## config.mk

```make
export PLATFORM = sky130hd
export DESIGN_NAME = coherence_bus_ctrl_flat
export DESIGN_NICKNAME = d
export VERILOG_FILES = /design/src/rtl/coherence_bus_ctrl_if.sv /design/src/rtl/coherence_bus_ctrl.sv /design/src/flat_wrapper.sv
export SDC_FILE = /design/constraint.sdc
export NUM_CORES = 1
export LEC_CHECK = 0
export CORE_AREA = 2 2 194 196
export DETAILED_ROUTE_END_ITERATION = 16
export DIE_AREA = 0 0 196 198
export PLACE_DENSITY = 0.36
export SLEW_MARGIN = 30
export SYNTH_ARGS = -nofsm -noshare
export SYNTH_HDL_FRONTEND = slang
export SYNTH_SLANG_ARGS = --single-unit
```

## constraint.sdc

```tcl
create_clock -name CLK -period 3.5 [get_ports CLK]
set_input_delay 0.7 -clock CLK [delete_from_list [all_inputs] [get_ports CLK]]
set_output_delay 0.7 -clock CLK [all_outputs]
set_load 0.02 [all_outputs]
```

## src/rtl/coherence_bus_ctrl_if.sv

```systemverilog
// Shared word/RAM-state types and the cache- and RAM-side signal bundle of the coherence bus controller.
// The master modport is the controller; the slave modport is the caches plus the RAM model.
package coherence_bus_pkg;
    typedef logic [31:0] word_t;
    typedef enum logic [1:0] {FREE, BUSY, ACCESS, ERROR} ramstate_t;
endpackage

interface coherence_bus_ctrl_if #(parameter int CPUS = 2);
    import coherence_bus_pkg::*;

    logic [CPUS-1:0]  iREN, dREN, dWEN, ccwrite, cctrans;
    word_t [CPUS-1:0] iaddr, daddr, dstore;
    logic [CPUS-1:0]  iwait, dwait, ccwait, ccinv;
    word_t [CPUS-1:0] iload, dload, ccsnoopaddr;
    logic             ramREN, ramWEN;
    word_t            ramaddr, ramstore, ramload;
    ramstate_t        ramstate;

    modport master (
        input  iREN, dREN, dWEN, ccwrite, cctrans, iaddr, daddr, dstore, ramload, ramstate,
        output iwait, dwait, ccwait, ccinv, iload, dload, ccsnoopaddr,
               ramREN, ramWEN, ramaddr, ramstore
    );

    modport slave (
        output iREN, dREN, dWEN, ccwrite, cctrans, iaddr, daddr, dstore, ramload, ramstate,
        input  iwait, dwait, ccwait, ccinv, iload, dload, ccsnoopaddr,
               ramREN, ramWEN, ramaddr, ramstore
    );
endinterface

```

## src/rtl/coherence_bus_ctrl.sv

```systemverilog
// Multi-core memory-side controller: round-robin arbitration of fetch/data accesses onto one RAM port,
// with a one-cycle snoop before each data read, dirty-line forwarding and invalidate-on-write-miss.
module coherence_bus_ctrl
    import coherence_bus_pkg::*;
#(
    parameter int CPUS = 2
) (
    input  logic                CLK,
    input  logic                nRST,
    coherence_bus_ctrl_if.master bus
);

    localparam int GW = (CPUS > 1) ? $clog2(CPUS) : 1;

    typedef enum logic [2:0] {IDLE, WB, SNOOP, C2C, RAMRD, IFETCH} state_t;

    state_t          state_reg, state_next;
    logic [GW-1:0]   g_reg, g_next, r_reg, r_next;
    logic [GW-1:0]   dptr_reg, dptr_next, iptr_reg, iptr_next;
    logic [CPUS-1:0] dreq;
    logic            d_found, i_found, r_found;
    logic [GW-1:0]   d_sel, i_sel, r_sel;
    logic            acc, req_held, done;
    logic            unused_cctrans;

    assign unused_cctrans = ^bus.cctrans;
    assign dreq = bus.dREN | bus.dWEN;
    assign acc  = (bus.ramstate == ACCESS);

    function automatic logic [GW-1:0] wrap_inc(input logic [GW-1:0] v);
        return (int'(v) == CPUS - 1) ? '0 : v + 1'b1;
    endfunction

    // Rotating priority searches plus the lowest-index dirty responder among non-requesters.
    always_comb begin
        logic [GW-1:0] di, ii;
        d_found = 1'b0;
        i_found = 1'b0;
        r_found = 1'b0;
        d_sel   = '0;
        i_sel   = '0;
        r_sel   = '0;
        di      = '0;
        ii      = '0;
        for (int k = 0; k < CPUS; k++) begin
            di = GW'((int'(dptr_reg) + k) % CPUS);
            ii = GW'((int'(iptr_reg) + k) % CPUS);
            if (!d_found && dreq[di]) begin
                d_found = 1'b1;
                d_sel   = di;
            end
            if (!i_found && bus.iREN[ii]) begin
                i_found = 1'b1;
                i_sel   = ii;
            end
            if (!r_found && (GW'(k) != g_reg) && bus.ccwrite[GW'(k)]) begin
                r_found = 1'b1;
                r_sel   = GW'(k);
            end
        end
    end

    // A transaction survives only while its requester keeps the originating request asserted.
    always_comb begin
        case (state_reg)
            WB:                req_held = bus.dWEN[g_reg];
            SNOOP, C2C, RAMRD: req_held = bus.dREN[g_reg];
            IFETCH:            req_held = bus.iREN[g_reg];
            default:           req_held = 1'b0;
        endcase
    end

    assign done = acc && req_held && (state_reg != IDLE) && (state_reg != SNOOP);

    always_ff @(posedge CLK or negedge nRST) begin
        if (!nRST) begin
            state_reg <= IDLE;
            g_reg     <= '0;
            r_reg     <= '0;
            dptr_reg  <= '0;
            iptr_reg  <= '0;
        end else begin
            state_reg <= state_next;
            g_reg     <= g_next;
            r_reg     <= r_next;
            dptr_reg  <= dptr_next;
            iptr_reg  <= iptr_next;
        end
    end

    always_comb begin
        state_next = state_reg;
        g_next     = g_reg;
        r_next     = r_reg;
        dptr_next  = dptr_reg;
        iptr_next  = iptr_reg;
        case (state_reg)
            IDLE: begin
                if (d_found) begin
                    g_next     = d_sel;
                    state_next = bus.dWEN[d_sel] ? WB : SNOOP;
                end else if (i_found) begin
                    g_next     = i_sel;
                    state_next = IFETCH;
                end
            end
            SNOOP: begin
                if (!req_held) begin
                    state_next = IDLE;
                end else if (r_found) begin
                    r_next     = r_sel;
                    state_next = C2C;
                end else begin
                    state_next = RAMRD;
                end
            end
            WB, C2C, RAMRD: begin
                if (!req_held) begin
                    state_next = IDLE;
                end else if (acc) begin
                    dptr_next  = wrap_inc(g_reg);
                    state_next = IDLE;
                end
            end
            IFETCH: begin
                if (!req_held) begin
                    state_next = IDLE;
                end else if (acc) begin
                    iptr_next  = wrap_inc(g_reg);
                    state_next = IDLE;
                end
            end
            default: state_next = IDLE;
        endcase
    end

    always_comb begin
        bus.iwait       = '1;
        bus.dwait       = '1;
        bus.ccwait      = '0;
        bus.ccinv       = '0;
        bus.ccsnoopaddr = '0;
        bus.iload       = '0;
        bus.dload       = '0;
        bus.ramREN      = 1'b0;
        bus.ramWEN      = 1'b0;
        bus.ramaddr     = '0;
        bus.ramstore    = '0;
        case (state_reg)
            WB: begin
                bus.ramWEN        = 1'b1;
                bus.ramaddr       = bus.daddr[g_reg];
                bus.ramstore      = bus.dstore[g_reg];
                bus.dwait[g_reg]  = !done;
            end
            SNOOP, C2C, RAMRD: begin
                // Other caches stay stalled on the snooped line for the whole read.
                for (int j = 0; j < CPUS; j++) begin
                    if (GW'(j) != g_reg) begin
                        bus.ccwait[j]      = 1'b1;
                        bus.ccsnoopaddr[j] = bus.daddr[g_reg];
                        if (state_reg == SNOOP) bus.ccinv[j] = bus.ccwrite[g_reg];
                    end
                end
                if (state_reg == C2C) begin
                    bus.ramWEN       = 1'b1;
                    bus.ramaddr      = bus.daddr[g_reg];
                    bus.ramstore     = bus.dstore[r_reg];
                    bus.dload[g_reg] = bus.dstore[r_reg];
                    bus.dwait[g_reg] = !done;
                end else if (state_reg == RAMRD) begin
                    bus.ramREN       = 1'b1;
                    bus.ramaddr      = bus.daddr[g_reg];
                    bus.dload[g_reg] = bus.ramload;
                    bus.dwait[g_reg] = !done;
                end
            end
            IFETCH: begin
                bus.ramREN       = 1'b1;
                bus.ramaddr      = bus.iaddr[g_reg];
                bus.iload[g_reg] = bus.ramload;
                bus.iwait[g_reg] = !done;
            end
            default: ;
        endcase
    end

endmodule

```

## src/flat_wrapper.sv

```systemverilog
// flat-port wrapper written by rule: the top's interface ports become plain ports
module coherence_bus_ctrl_flat import coherence_bus_pkg::*;
#(
    parameter int CPUS = 2
)
  (CLK, nRST, bus_iREN, bus_dREN, bus_dWEN, bus_ccwrite, bus_cctrans, bus_iaddr, bus_daddr, bus_dstore, bus_ramload, bus_ramstate, bus_iwait, bus_dwait, bus_ccwait, bus_ccinv, bus_iload, bus_dload, bus_ccsnoopaddr, bus_ramREN, bus_ramWEN, bus_ramaddr, bus_ramstore);
  coherence_bus_ctrl_if #(.CPUS(CPUS)) bus_i ();
  input  logic CLK;
  input  logic nRST;
  input wire logic [$bits(bus_i.iREN)-1:0] bus_iREN;
  input wire logic [$bits(bus_i.dREN)-1:0] bus_dREN;
  input wire logic [$bits(bus_i.dWEN)-1:0] bus_dWEN;
  input wire logic [$bits(bus_i.ccwrite)-1:0] bus_ccwrite;
  input wire logic [$bits(bus_i.cctrans)-1:0] bus_cctrans;
  input wire logic [$bits(bus_i.iaddr)-1:0] bus_iaddr;
  input wire logic [$bits(bus_i.daddr)-1:0] bus_daddr;
  input wire logic [$bits(bus_i.dstore)-1:0] bus_dstore;
  input wire logic [$bits(bus_i.ramload)-1:0] bus_ramload;
  input wire logic [$bits(bus_i.ramstate)-1:0] bus_ramstate;
  output wire logic [$bits(bus_i.iwait)-1:0] bus_iwait;
  output wire logic [$bits(bus_i.dwait)-1:0] bus_dwait;
  output wire logic [$bits(bus_i.ccwait)-1:0] bus_ccwait;
  output wire logic [$bits(bus_i.ccinv)-1:0] bus_ccinv;
  output wire logic [$bits(bus_i.iload)-1:0] bus_iload;
  output wire logic [$bits(bus_i.dload)-1:0] bus_dload;
  output wire logic [$bits(bus_i.ccsnoopaddr)-1:0] bus_ccsnoopaddr;
  output wire logic [$bits(bus_i.ramREN)-1:0] bus_ramREN;
  output wire logic [$bits(bus_i.ramWEN)-1:0] bus_ramWEN;
  output wire logic [$bits(bus_i.ramaddr)-1:0] bus_ramaddr;
  output wire logic [$bits(bus_i.ramstore)-1:0] bus_ramstore;
  assign bus_i.iREN = bus_iREN;
  assign bus_i.dREN = bus_dREN;
  assign bus_i.dWEN = bus_dWEN;
  assign bus_i.ccwrite = bus_ccwrite;
  assign bus_i.cctrans = bus_cctrans;
  assign bus_i.iaddr = bus_iaddr;
  assign bus_i.daddr = bus_daddr;
  assign bus_i.dstore = bus_dstore;
  assign bus_i.ramload = bus_ramload;
  assign bus_i.ramstate = bus_ramstate;
  assign bus_iwait = bus_i.iwait;
  assign bus_dwait = bus_i.dwait;
  assign bus_ccwait = bus_i.ccwait;
  assign bus_ccinv = bus_i.ccinv;
  assign bus_iload = bus_i.iload;
  assign bus_dload = bus_i.dload;
  assign bus_ccsnoopaddr = bus_i.ccsnoopaddr;
  assign bus_ramREN = bus_i.ramREN;
  assign bus_ramWEN = bus_i.ramWEN;
  assign bus_ramaddr = bus_i.ramaddr;
  assign bus_ramstore = bus_i.ramstore;
  coherence_bus_ctrl #(.CPUS(CPUS)) u_core (.CLK(CLK), .nRST(nRST), .bus(bus_i));
endmodule
```

==> results of run 1 <==
area by class of cell:
cell class	count	area, µm²
multi-input cells	420	3060
inverters	7	28.8
flip-flops and latches	6	154
repair buffers	527	5330
well taps	474	593
fillers	4070	27700
clock buffers	4	78.8
how the worst max path moves through the flow:
stage                                    from  depth (start not counted)                   to  slack [ps]
after floorplan           u_core.state_reg[0]                          8  bus_ccsnoopaddr[23]        1140
after global placement            bus_dREN[1]                          6         bus_dwait[0]         100
after detailed placement          bus_dREN[1]                          6         bus_dwait[0]         100
after CTS                 u_core.state_reg[2]                          7   bus_ccsnoopaddr[1]          50
after global routing              bus_dREN[0]                          6         bus_dwait[0]          30
final                             bus_dREN[1]                          6         bus_dwait[0]         170
timing repair:
item | 4_1_cts | 5_1_grt
buffers inserted | 0 | 0
setup endpoints to repair | 0 | 16
gates resized for setup | 0 | 4
metal layers:
metal	vias to the layer above	GRT usage	part of all wire
li1	2785	-	-
met1	2762	0.185	0.41
met2	228	0.275	0.53
met3	16	0.0143	0.048
met4	0	0.0174	0.0098
met5	-	0	0
synth_stat cells, types with 2 or more instances:
cell type	instances
buf_4	4
clkbuf_1	31
buf_2	19
nor2b_1	2
a22o_1	64
nand2b_1	3
a22oi_1	32
nor2_1	43
o22ai_1	35
nor3_1	5
and3_1	33
clkbuf_2	2
dfrtp_1	6
nand4_1	2
o21a_1	2
or3b_4	2
o21ai_0	2
and2_1	96
a21o_1	2
inv_1	6
a21oi_1	5
mux2i_1	69
o211ai_1	2
nand2_1	6
logic make-up after synthesis:
logic type	Yosys count	share of synthesized area
mux	69	0.200
compound gates	149	0.336
simple gates	202	0.337
flops	6	0.0434
buf+inv	64	0.0835
worst max-delay path, stage by stage:
cell	delay, ps
clkdlybuf4s50_1	460
mux2i_1	270
a21oi_4	80
o211ai_1	280
or2_1	180
clkdlybuf4s50_1	670
power by group:
part           total (mW)  internal [mW]  switching [mW]
logic                4.83           2.20            2.63
clock network       0.189          0.151          0.0376
registers           0.185          0.106          0.0791
==> metrics.txt, run 1 <==
share of flip-flops with an asynchronous set or reset after synthesis 1.00; final setup violation count 0; number of input and output port buffers inserted 501; number of pins with negative max-slew slack in the final report 0; nets in the synthesized netlist 728; RePlAce Congestion about 0.84; register clock-pin slew on the reported worst setup and hold paths 30 ps; count of routing violations after the opening detailed-route iteration 332; total negative setup slack 0 ps; post-route cell area 9240 µm²; crit path launch type input pin; number of levels in the clock H-tree 1; crit path max fanout 6; Post-Synthesis Cell Area 3460 µm²; post-route antenna net violation count 0; Hold Startpoint u_core.iptr_reg; number of flip-flops in the largest register 3; critical path start-end classification input pin to output port; total cell area at the placement stage 9150 µm²; largest cells by area after synthesis mux2i_1 20%, and2_1 17%, a22o_1 16%, a22oi_1 6.9%, o22ai_1 6.3%; Hold EP u_core.iptr_reg; Hold Crit Depth 2; Cells after Synth 490; detailed-router iteration count before antenna repair 5; most frequent cells in the layout 501 x clkdlybuf4s50_1, 96 x and2_1, 69 x mux2i_1; Reg2Reg Depth 5; routed vias/inst about 4.0; number of flops mapped to enable cells by yosys 0; Post-Syn Area per Cell slightly above 7 µm²; DIE AREA 38800 µm²; Ant. Diodes 0; worst min-delay path category flop to flop; crit share post-route 0.953; Post-DP HPWL between 20 and 25 mm; slew at the pin with the worst max-slew slack slightly below 600 ps; predominant post-synthesis flop cell dfrtp_1; count of standard-cell rows 71; maximum number of pins on one net before global-route repair 73; detailed-route wire length 30.8 mm; DRC Markers 0; total CTS buffers 3; initial core utilization 0.0936; wire length of the first global-routing pass 42.3 mm; total congestion overflow 0; clock latency on the worst-skew pair 230 ps; core region area 37000 µm²; Rel. slew slack 0.615; cell type with the highest aggregate area in the netlist mux2i_1; # placed instances 1434; worst slack, placed 101 ps; Lkg Pwr 3.64 nW; number of antenna violations at the first check in global routing 0; sort of element at the end of the critical path output port; die outline height 198 µm; Clock Skew 2.51 ps; outcome completed; pwr/cell area about 560 nW/µm²; Ports around 500; Die Span X 196 µm; via count of the first global-routing pass 5652; post-layout instance count excluding filler cells 1438; Reg2Reg Launch Point u_core.state_reg[2]; count of final hold-check violations 0; aggregate global-route resource usage 0.146; via count approximately 5800; cell chosen for the clock root clkbuf_16; minimum setup slack among reg-to-reg paths 1700 ps; RSZ-0062 raised after global routing false; area fraction of the dominant cell type after synthesis 0.200; flip-flop and latch count after synthesis 6; Syn-to-layout area delta 167%; sequential cell area fraction in the yosys report 0.0434; fmax 300 MHz; endpoint of the worst register-to-register path u_core.state_reg[0]; share of layout cells above drive strength 1 0.0519; final-layout worst hold slack 548 ps; shortest period the worst path allows 3330 ps; Clock Sink Count 6; CTS tree yes; Max-cap violations 0; number of distinct standard cells referenced by the synthesized netlist 41; number of buffers inserted for hold repair after clock tree synthesis 0; fin nets about 1200; required time reported for the critical path endpoint 2800 ps; worst setup margin approximately 170 ps; DR WL/cell 21.4 µm; share of the core filled with cells 0.250; Ys Warns 0; overall power between 5 and 6 mW; Worst IR Drop VDD 0.329 mV; most frequent standard cell in the layout excluding fill and tap cells clkdlybuf4s50_1; worst-case clock buffer depth 2; signal arrival time at the worst endpoint about 2600 ps
(Power assumes the default switching activity.)
==> run 2: changes to the inputs <==
- CAP_MARGIN: default -> 0
==> results of run 2 <==
Same layout as run 1: the final DEF is identical, and so are final timing and power.
==> run 3: changes to the inputs <==
- GPL_ROUTABILITY_DRIVEN: default -> 0
- MAX_ROUTING_LAYER: default -> met4
==> run 3 against run 2 <==
  * First-iteration DRC count is 30% lower
  * Register-to-register slack is essentially flat
  * Wire length barely moved
  * Worst setup slack gained 4.0 ps
  * Clock skew is 0.97 ps lower
  * Fmax up 0.12%
  * Total power hardly changed
  * Largest cell class unchanged
==> metrics.txt, run 3 (synthesized netlist as in run 1, its figures left out) <==
outcome completed; total cell area at the placement stage 9150 µm² (unchanged); aggregate global-route resource usage 0.151 (+0.00450); Max-cap violations 0 (unchanged); total congestion overflow 0 (unchanged); required time reported for the critical path endpoint 2800 ps (about the same); crit path launch type input pin; Post-DP HPWL 24.6 mm (unchanged); pwr/cell area 563 nW/µm² (about the same); worst min-delay path category flop to flop; detailed-router iteration count before antenna repair 5 (unchanged); most frequent cells in the layout 501 x clkdlybuf4s50_1, 96 x and2_1, 69 x mux2i_1; total negative setup slack 0 ps (unchanged); post-route cell area 9240 µm² (unchanged); Ports 504 (unchanged); DRC Markers 0 (unchanged); count of standard-cell rows 71 (unchanged); clock latency on the worst-skew pair 230 ps (about the same); Worst IR Drop VDD 0.332 mV (+0.90%); critical path start-end classification input pin to output port; count of final hold-check violations 0 (unchanged); Die Span X 196 µm (unchanged); post-CTS setup-driven buffer insertion count 0 (unchanged); routed vias/inst 4.02 (about the same); cell chosen for the clock root clkbuf_16; count of routing violations after the opening detailed-route iteration 232 (-30%); sort of element at the end of the critical path output port; crit share post-route 0.951 (-0.00114); final setup violation count 0 (unchanged); number of antenna violations at the first check in global routing 0 (unchanged); DIE AREA 38800 µm² (unchanged); die outline height 198 µm (unchanged); detailed-route wire length 30.8 mm (about the same); shortest period the worst path allows 3330 ps (-4.00 ps); slew at the pin with the worst max-slew slack 564 ps (-13.1 ps); Lkg Pwr 3.64 nW (unchanged); fin nets 1203 (unchanged); Syn-to-layout area delta 167% (unchanged); total CTS buffers 3 (unchanged); wire length of the first global-routing pass 42.4 mm (+0.16%); number of levels in the clock H-tree 1 (unchanged); Ant. Diodes 0 (unchanged); number of pins with negative max-slew slack in the final report 0 (unchanged); number of input and output port buffers inserted 501 (unchanged); RSZ-0062 raised after global routing false; core region area 37000 µm² (unchanged); number of buffers inserted for hold repair after clock tree synthesis 0 (unchanged); register clock-pin slew on the reported worst setup and hold paths 30 ps (about the same); CTS tree yes; worst-case clock buffer depth 2 (unchanged); crit path max fanout 6 (unchanged); post-route antenna net violation count 0 (unchanged); signal arrival time at the worst endpoint 2630 ps (about the same); initial core utilization 0.0936 (unchanged); Clock Sink Count 6 (unchanged); DR WL/cell 21.4 µm (about the same); share of layout cells above drive strength 1 0.0519 (unchanged); Rel. slew slack 0.624 (+0.00876); maximum number of pins on one net before global-route repair 73 (unchanged); quantity of gates resized following cts 0 (unchanged); number of flip-flops in the largest register 3 (unchanged); most frequent standard cell in the layout excluding fill and tap cells clkdlybuf4s50_1; Clock Skew 1.54 ps (-0.971 ps); via count 5787 (-0.069%); fmax 300 MHz (+0.12%); via count of the first global-routing pass 5647 (-0.088%)
==> run 3: per-stage QoR <==
stage / utilization / total power [mW] / setup WS [ps] / std cells / hold slack (ps)
global route: 0.250 / 5.50 / 28.5 / 1438 / 568
detailed placement: 0.248 / 5.06 / 101 / 1434 / 543
finish: 0.250 / 5.21 / 170 / 1438 / 539
global placement: 0.248 / 5.11 / 97.2 / 1434 / 517
CTS: 0.250 / 5.26 / 52.6 / 1438 / 548
floorplan: - / 2.63 / 1140 / 490 / 404
==> run 3: power by group <==
| part | internal [mW] | switching (mW) |
|---|---|---|
| registers | 0.106 | 0.0787 |
| logic | 2.20 | 2.63 |
| clock network | 0.151 | 0.0381 |
==> run 3: final timing paths <==
check	start	endpoint	slack, ps	depth (start not counted)
min reg2reg	u_core.iptr_reg	u_core.iptr_reg	540	2
min	u_core.iptr_reg	u_core.iptr_reg	540	2
min in group asynchronous	nRST	u_core.iptr_reg	740	1
max in group asynchronous	nRST	u_core.g_reg	2490	1
max	bus_dREN[1]	bus_dwait[0]	170	6
max reg2reg	u_core.state_reg[2]	u_core.state_reg[0]	1700	5
==> run 3: layout make-up <==
type	count	area, µm²
inverter	7	28.8
timing repair buffer	527	5330
multi-input combinational	420	3060
clock buffer	4	78.8
sequential	6	154
fill	4070	27700
tap	474	593
==> run 3: layer usage <==
metal,vias up,GRT usage,part of all wire
li1,2784,-,-
met1,2752,0.186,0.41
met2,235,0.275,0.53
met3,16,0.0128,0.048
met4,0,0.0174,0.0099
met5,-,-,0
==> run 3: worst max-delay path, stage by stage <==
cell and delay [ps]:
clkdlybuf4s50_1 460, mux2i_1 270, a21oi_4 80, o211ai_1 280, or2_1 180, clkdlybuf4s50_1 670
